[src/rtl/pesticide_dosing_ctrl.sv]
// -----------------------------------------------------------------------------
// pesticide_dosing_ctrl
//
// Multi-tank pesticide dosing controller. Each tank has an active-low push
// button that requests one timed dose. A dose may only start while the shared
// process state is "pesticide window" (2'b01) and the tank still has dose
// quota left. The cleaning state (2'b10) re-arms every tank.
//
// Ports:
//   clk       in   system clock, all logic on the rising edge
//   init      in   synchronous active-high reset, overrides every other input
//   state     in   [1:0] process state: 00 idle, 01 window, 10 cleaning, 11 drain
//   button    in   [N_CH-1:0] raw tank buttons, active-low, asynchronous
//   valve_on  out  [N_CH-1:0] dosing valve, high while a dose runs
//   alert_on  out  [N_CH-1:0] green LED: tank dosing or quota exhausted
//   alert_np  out  [N_CH-1:0] red/yellow LED: button held while dosing impossible
//   dose_cnt  out  [N_CH*DW-1:0] per-tank dose counts, tank i at [i*DW +: DW]
// -----------------------------------------------------------------------------
module pesticide_dosing_ctrl #(
    parameter int N_CH        = 2,
    parameter int DEB_CYCLES  = 4,
    parameter int DOSE_CYCLES = 8,
    parameter int MAX_DOSES   = 1,
    localparam int DW         = $clog2(MAX_DOSES + 1)
) (
    input  logic              clk,
    input  logic              init,
    input  logic [1:0]        state,
    input  logic [N_CH-1:0]   button,
    output logic [N_CH-1:0]   valve_on,
    output logic [N_CH-1:0]   alert_on,
    output logic [N_CH-1:0]   alert_np,
    output logic [N_CH*DW-1:0] dose_cnt
);

    // Counter widths. DEB_CYCLES and DOSE_CYCLES are >= 1.
    localparam int DBW = $clog2(DEB_CYCLES + 1);
    localparam int TW  = (DOSE_CYCLES > 1) ? $clog2(DOSE_CYCLES) : 1;

    localparam logic [DBW-1:0] DEB_LAST  = DBW'(DEB_CYCLES - 1);
    localparam logic [TW-1:0]  DOSE_LAST = TW'(DOSE_CYCLES - 1);
    localparam logic [DW-1:0]  DOSE_MAX  = DW'(MAX_DOSES);

    // Process states
    localparam logic [1:0] PS_WINDOW = 2'b01;
    localparam logic [1:0] PS_CLEAN  = 2'b10;

    // Per-tank FSM states
    localparam logic [1:0] ST_IDLE   = 2'd0;
    localparam logic [1:0] ST_DOSING = 2'd1;
    localparam logic [1:0] ST_LOCKED = 2'd2;

    genvar gi;
    generate
        for (gi = 0; gi < N_CH; gi++) begin : g_ch
            logic            sync1_reg;
            logic            sync2_reg;
            logic            deb_level_reg;     // 1 = released, 0 = pressed
            logic [DBW-1:0]  deb_cnt_reg;
            logic            press_pulse_reg;
            logic [1:0]      fsm_reg, fsm_next;
            logic [TW-1:0]   timer_reg, timer_next;
            logic [DW-1:0]   cnt_reg, cnt_next;
            logic            np_reg, np_next;
            logic            quota_full;

            // -----------------------------------------------------------------
            // Input path: 2-FF synchroniser, then a debouncer that only accepts
            // a new level after DEB_CYCLES consecutive differing samples.
            // press_pulse_reg is high for the cycle following the edge where
            // the debounced level becomes "pressed".
            // -----------------------------------------------------------------
            always_ff @(posedge clk) begin
                if (init) begin
                    sync1_reg       <= 1'b1;
                    sync2_reg       <= 1'b1;
                    deb_level_reg   <= 1'b1;
                    deb_cnt_reg     <= '0;
                    press_pulse_reg <= 1'b0;
                end else begin
                    sync1_reg       <= button[gi];
                    sync2_reg       <= sync1_reg;
                    press_pulse_reg <= 1'b0;
                    if (sync2_reg == deb_level_reg) begin
                        deb_cnt_reg <= '0;
                    end else if (deb_cnt_reg == DEB_LAST) begin
                        deb_cnt_reg     <= '0;
                        deb_level_reg   <= sync2_reg;
                        press_pulse_reg <= ~sync2_reg;
                    end else begin
                        deb_cnt_reg <= deb_cnt_reg + DBW'(1);
                    end
                end
            end

            assign quota_full = (cnt_reg == DOSE_MAX);

            // -----------------------------------------------------------------
            // Dose FSM. Cleaning wins over everything (and swallows a press
            // pulse arriving in the same cycle). Leaving the window mid-dose
            // aborts without counting the dose.
            // -----------------------------------------------------------------
            always_comb begin
                fsm_next   = fsm_reg;
                timer_next = timer_reg;
                cnt_next   = cnt_reg;
                if (state == PS_CLEAN) begin
                    fsm_next   = ST_IDLE;
                    timer_next = '0;
                    cnt_next   = '0;
                end else begin
                    case (fsm_reg)
                        ST_IDLE: begin
                            if (press_pulse_reg && (state == PS_WINDOW) && !quota_full) begin
                                fsm_next   = ST_DOSING;
                                timer_next = DOSE_LAST;
                            end
                        end
                        ST_DOSING: begin
                            if (state != PS_WINDOW) begin
                                fsm_next = ST_IDLE;
                            end else if (timer_reg == '0) begin
                                // Saturating: the count can never pass MAX_DOSES.
                                cnt_next = quota_full ? cnt_reg : cnt_reg + DW'(1);
                                fsm_next = (cnt_next == DOSE_MAX) ? ST_LOCKED : ST_IDLE;
                            end else begin
                                timer_next = timer_reg - TW'(1);
                            end
                        end
                        ST_LOCKED: begin
                            fsm_next = ST_LOCKED;
                        end
                        default: begin
                            fsm_next = ST_IDLE;
                        end
                    endcase
                end
            end

            // Held button while a dose cannot start: wrong process state, tank
            // busy, or quota used up. Evaluated on current registered values.
            always_comb begin
                np_next = ~deb_level_reg &&
                          ((state != PS_WINDOW) || (fsm_reg != ST_IDLE) || quota_full);
            end

            always_ff @(posedge clk) begin
                if (init) begin
                    fsm_reg   <= ST_IDLE;
                    timer_reg <= '0;
                    cnt_reg   <= '0;
                    np_reg    <= 1'b0;
                end else begin
                    fsm_reg   <= fsm_next;
                    timer_reg <= timer_next;
                    cnt_reg   <= cnt_next;
                    np_reg    <= np_next;
                end
            end

            assign valve_on[gi]           = (fsm_reg == ST_DOSING);
            assign alert_on[gi]           = (fsm_reg == ST_DOSING) || (fsm_reg == ST_LOCKED);
            assign alert_np[gi]           = np_reg;
            assign dose_cnt[gi*DW +: DW]  = cnt_reg;
        end
    endgenerate

endmodule

[config.mk]
export PLATFORM = sky130hd
export DESIGN_NAME = pesticide_dosing_ctrl
export DESIGN_NICKNAME = d
export VERILOG_FILES = /design/src/rtl/pesticide_dosing_ctrl.sv
export SDC_FILE = /design/constraint.sdc
export NUM_CORES = 1
export LEC_CHECK = 0
export ABC_AREA = 0
export ABC_CLOCK_PERIOD_IN_PS = 2200
export CAP_MARGIN = 15
export CORE_UTILIZATION = 30
export CTS_BUF_LIST = sky130_fd_sc_hd__clkbuf_16
export DETAILED_ROUTE_END_ITERATION = 12
export PLACE_DENSITY_LB_ADDON = 0.12
export SLEW_MARGIN = 20
export SYNTH_ARGS = -nofsm -noshare
export SYNTH_HDL_FRONTEND = slang
export SYNTH_SLANG_ARGS = --single-unit
[constraint.sdc]
create_clock -name clk -period 2.2 [get_ports clk]
set_input_delay 0.44 -clock clk [delete_from_list [all_inputs] [get_ports clk]]
set_output_delay 0.44 -clock clk [all_outputs]
set_load 0.02 [all_outputs]
==> results of run 1 <==
==> stage by stage <==
stage	hold slack, ns	util [%]	total power, mW	cell area (um^2)
after floorplan	0.389	-	0.546	1400
after global placement	0.395	35.1	0.561	1550
after detailed placement	0.393	35.1	0.562	1550
after CTS	0.410	37.5	1.11	1660
after global routing	0.423	37.6	1.13	1660
final	0.409	37.6	1.09	1660
==> critical path, cell delays in order, from the launching register on <==
cell,delay [ns]
dfxtp_1,0.32
inv_1,0.15
ha_2,0.29
clkdlybuf4s50_1,0.62
==> synth_stat cells (4+ instances only) <==
cell	instances	area share (%)
nor3_1	4	1.4
a311oi_1	4	2.5
ha_1	16	14
a21oi_1	7	2.5
dfxtp_1	28	40
nor2b_1	4	1.8
or2_2	4	1.8
nor2_1	13	3.5
nand2b_1	6	2.7
inv_1	16	4.3
and4_1	4	2.5
buf_4	4	2.1
==> cells by family after synthesis <==
kind of cell             synth area share (%)
AND/OR/NAND/NOR                          21.5
flip-flops                               40.1
AO/OA/AOI/OAI                            13.6
buffers and inverters                    7.79
adder cells (fa/ha/maj)                  14.3
XOR/XNOR                                 1.25
multiplexers                             1.43
==> power by group <==
part	switching, mW	total [mW]	internal, mW
clock network	0.175	0.537	0.362
registers	0.00219	0.513	0.511
logic	0.0188	0.0362	0.0174
total	0.196	1.09	0.891
==> final cells by class <==
cell class	count	area (um^2)
Fill cell	454	2760
Multi-Input combinational cell	95	731
Sequential cell	28	561
Timing Repair Buffer	14	138
Clock buffer	3	75.1
Tap cell	52	65.1
Inverter	16	60.1
Clock inverter	1	30.0
==> metal layers <==
metal  track usage [%]  vias to the layer above  share of wire (%)
met5                 0                        -                  0
met4              2.67                        0                1.2
li1                  -                      524                  -
met3              3.32                        4                2.3
met1              14.0                      489                 50
met2              19.4                       12                 46
==> worst paths after layout <==
path | startpoint | to | slack (ns)
max | g_ch[1].fsm_reg[1] | valve_on[1] | 0.11
min | g_ch[0].sync1_reg | g_ch[0].sync2_reg | 0.41
max reg2reg | g_ch[1].fsm_reg[1] | g_ch[1].timer_reg[2] | 0.59
min reg2reg | g_ch[0].sync1_reg | g_ch[0].sync2_reg | 0.41
==> what timing repair did <==
| action | in CTS | in global routing |
|---|---|---|
| hold endpoints to repair | 0 | 0 |
| gates resized for setup | 0 | 1 |
| setup endpoints to repair | 0 | 1 |
==> flow_metrics.py, run 1 <==
metrics = {
    "run_status": {
        "status": "complete, no violations",
    },
    "cells_and_area": {
        "fin_nets": 180,
        "drive_gt1_share_pct": 8.28,
        "finalNonFillerCells": 209,
        "diodes": 0,
        "final_common_cell": "dfxtp_1",
        "area_delta_synth_final_pct": 18.7,
        "mostFrequentLayoutCells": "dfxtp_1 (28), inv_1 (16), ha_1 (15)",
    },
    "die": {
        "die-area_um2": 4940,
        "start_util_pct": 31.7,
        "rows": 24,
        "die_x_um": 70.3,
        "ios": 14,
        "die_h_um": 70.3,
        "fp.coreArea_um2": 4410,
    },
    "place": {
        "dp_hpwl_mm": 1.87,
        "dp_slack_ns": 0.203,
        "place_congestion": 0.726,
        "io_buffers": 13,
        "dp_cells": 205,
    },
    "drt": {
        "routed_wl_mm": 2.52,
        "routed_via_density": 4.92,
        "drtAntennaViolNets": 0,
        "via_count": 1029,
        "wl_per_cell_um": 12.1,
        "first_pass_iters": 4,
        "drc": 0,
        "dr.first_iter.drc_count": 47,
    },
    "power": {
        "powerDensity_nw_per_um2": 655,
        "p_leak_nw": 0.625,
        "ir_worst_vdd_mv": 0.433,
    },
    "clocking": {
        "hold_buffers": 0,
        "cts_tree": "yes",
        "clockRootBuffer": "clkbuf_16",
        "cts_setup_buffers": 0,
        "numCtsBuffers": 3,
        "worst_setup_hold_path_clk_slew_ns": 0.07,
        "h-tree-depth": 1,
        "clk_path_buf_depth": 2,
        "cts_sinks": 28,
        "clk_latency_ns": 0.26,
    },
    "hold_path": {
        "hold_path_depth": 1,
        "min-delay-path-class": "flop to flop",
    },
    "grt": {
        "track_usage_pct": 11.3,
        "gr-total-overflow": 0,
        "antenna_found_initial": 0,
        "grt_pass1_wl_mm": 4.48,
        "grt_max_degree": 17,
        "grt_pass1_vias": 1014,
    },
    "timing": {
        "slew_viol_final": 0,
        "rsz0062_at_grt": "false",
        "clock_skew_ns": 0.00156,
        "setup_viol": 0,
        "fmax_mhz": 479,
        "hold_viol_final": 0,
        "setup_ws_ns": 0.113,
        "min_period_over_period_pct": 94.9,
        "period_needed_ns": 2.09,
        "worst_pin_slew_ns": 0.453,
        "tns_ns": 0,
        "slew_headroom_pct": 69.8,
    },
    "critical_path": {
        "required_ns": 1.76,
        "reg2regPathDepth": 6,
        "worst_ep_arrival_time_ns": 1.65,
        "crit_path_start_kind": "flop",
        "worstSetupPathType": "flop to primary output",
        "critPathMaxFanout": 6,
        "endpoint_kind": "primary output",
    },
    "synthesis": {
        "syn_inst": 146,
        "synth-edff-count": 0,
        "synth-main-ff-cell": "dfxtp_1",
        "syn_nets": 168,
        "yosysWarningCount": 0,
        "ys_seq_elements": 28,
        "ys_types": 33,
        "synth_area_um2": 1400,
        "async_reset_ff_share_pct": 0,
        "synth_seq_area_share_pct": 40.1,
        "avgSynthCellArea_um2": 9.57,
    },
    "flow_run": {
        "drv_cap": 0,
    },
}
Note: power is estimated with default switching activity, not from simulation.
==> inputs of run 2 (changes only) <==
CORE_UTILIZATION = 50   (was 30)
REMOVE_ABC_BUFFERS = 1   (was default)
==> run 2 against run 1 <==
Against the previous run:
- via count about the same
- sequential share of layout area increased by 0.57 points
- utilization increased by 26 points
- critical path depth unchanged
==> flow_metrics.py, run 2 (synthesized netlist as in run 1, its figures left out) <==
metrics = {
    "critical_path": {
        "worst_ep_arrival_time_ns": 1.65,
        "reg2regPathDepth": 6,
        "critPathMaxFanout": 6,
        "endpoint_kind": "primary output",
        "timing.rr.end": "g_ch[1].timer_reg[2]",
        "worstSetupPathType": "flop to primary output",
        "r2r_slack_ns": 0.58,
        "crit_chain": "inv_1 > ha_2 > clkdlybuf4s50_1",
        "cp_top_family": "buffers and inverters",
        "required_ns": 1.76,
        "regToRegStartpoint": "g_ch[1].fsm_reg[1]",
        "slowest_delay_ns": 0.62,
        "crit_buf_inv": 2,
        "crit_path_start_kind": "flop",
        "crit_path_top_delay_cell": "clkdlybuf4s50_1",
    },
    "clocking": {
        "cts_sinks": 28,
        "numCtsBuffers": 3,
        "h-tree-depth": 1,
        "clk_latency_ns": 0.26,
        "cts_tree": "yes",
        "clk_path_buf_depth": 2,
        "worst_setup_hold_path_clk_slew_ns": 0.07,
        "clockRootBuffer": "clkbuf_16",
        "cts_setup_buffers": 0,
    },
    "cells_and_area": {
        "diodes": 0,
        "postLayoutCellArea_um2": 1630,
        "finalNonFillerCells": 187,
        "utilization_pct": 63.5,
        "mostFrequentLayoutCells": "dfxtp_1 (28), inv_1 (16), ha_1 (15)",
        "area_delta_synth_final_pct": 16.7,
        "final_common_cell": "dfxtp_1",
        "nFillCells": 204,
        "fin_nets": 180,
        "drive_gt1_share_pct": 8.28,
    },
    "place": {
        "dp_cells": 183,
        "dp_hpwl_mm": 1.72,
        "io_buffers": 13,
        "place_congestion": 0.774,
        "dp_slack_ns": 0.260,
        "dpl_cell_area_um2": 1520,
    },
    "timing": {
        "min_period_over_period_pct": 94.9,
        "period_needed_ns": 2.09,
        "hold_viol_final": 0,
        "clock_skew_ns": 0.00401,
        "slew_headroom_pct": 72.7,
        "rsz0062_at_grt": "false",
        "holdWs_ns": 0.418,
        "tns_ns": 0,
        "setup_ws_ns": 0.113,
        "fmax_mhz": 479,
        "setup_viol": 0,
        "slew_viol_final": 0,
        "worst_pin_slew_ns": 0.410,
    },
    "die": {
        "start_util_pct": 54.4,
        "ios": 14,
        "die_h_um": 54.9,
        "die_x_um": 54.9,
        "die-area_um2": 3010,
        "fp.coreArea_um2": 2570,
        "rows": 18,
    },
    "power": {
        "clockPowerShare_pct": 49.2,
        "switching_share_pct": 17.6,
        "p_switching_uw": 190,
        "powerDensity_nw_per_um2": 663,
        "internal_power_uw": 891,
        "finalPower_mw": 1.08,
        "share_seq_of_total_power_pct": 47.5,
        "ir_worst_vdd_mv": 0.679,
        "p_comb_share_pct": 3.3,
        "p_leak_nw": 0.625,
    },
    "drt": {
        "via_count": 1030,
        "routed_wl_mm": 2.44,
        "routed_via_density": 5.51,
        "drtAntennaViolNets": 0,
        "wl_per_cell_um": 13.1,
        "drc": 0,
        "dr.first_iter.drc_count": 14,
        "first_pass_iters": 4,
    },
    "run_status": {
        "status": "complete, no violations",
    },
    "hold_path": {
        "hold_end": "g_ch[0].sync2_reg",
        "hp-start": "g_ch[0].sync1_reg",
        "hold_path_depth": 1,
        "min-delay-path-class": "flop to flop",
    },
    "grt": {
        "track_usage_pct": 19.4,
        "gr-total-overflow": 0,
        "antenna_found_initial": 0,
        "grt_pass1_vias": 948,
        "grt_pass1_wl_mm": 3.97,
        "grt_max_degree": 17,
    },
    "flow_run": {
        "drv_cap": 0,
    },
}
-- run 2: final cells by class --
type	instances	area [um^2]	share of cell area, %
clock buffer	3	75.1	4.60
clock inverter	1	30.0	1.84
inverter	16	60.1	3.68
multi-input combinational	95	731	44.8
sequential	28	561	34.4
tap	30	37.5	2.30
timing repair buffer	14	138	8.44
-- run 2: timing repair --
action                                 in CTS  in global routing
setup endpoints to repair                   0                  1
endpoints found under the hold margin       0                  0
resized for setup                           0                  1
hold buffers                                0                  0
-- run 2: worst max-delay path by stage --
stage                      endpoint  slack [ns]               start  cells after the start
6_report                valve_on[1]        0.11  g_ch[1].fsm_reg[1]                      3
3_3_place_gp     g_ch[1].fsm_reg[0]        0.32            state[1]                      5
4_1_cts                 valve_on[1]        0.04  g_ch[1].fsm_reg[1]                      3
2_1_floorplan  g_ch[1].timer_reg[2]        0.78  g_ch[1].fsm_reg[1]                      5
3_5_place_dp     g_ch[0].fsm_reg[1]        0.26            state[0]                      5
5_1_grt                 valve_on[1]        0.03  g_ch[1].fsm_reg[1]                      3
-- run 2: layer usage --
metal  vias to the layer above  track usage [%]  wire length (um)
met4                         0             10.3                48
met5                         -                0                 0
met2                        20             33.9              1200
li1                        526                -                 -
met1                       478             21.1              1120
met3                         6             5.00                73
-- run 2: worst register-to-register path, cell delays in order, from the launching register on --
cell and delay [ns]:
dfxtp_1 0.31, inv_1 0.16, ha_1 0.30, nor2_1 0.10
a211oi_4 0.29, a31oi_1 0.13, a311oi_1 0.24
-- run 2: power by group through the flow --
stage / clock network (mW) / registers, mW / logic, mW
5_1_grt: 0.568 / 0.514 / 0.0395
3_5_place_dp: 0 / 0.525 / 0.0350
3_3_place_gp: 0 / 0.525 / 0.0347
6_report: 0.532 / 0.514 / 0.0353
4_1_cts: 0.545 / 0.514 / 0.0356
2_1_floorplan: 0 / 0.525 / 0.0170
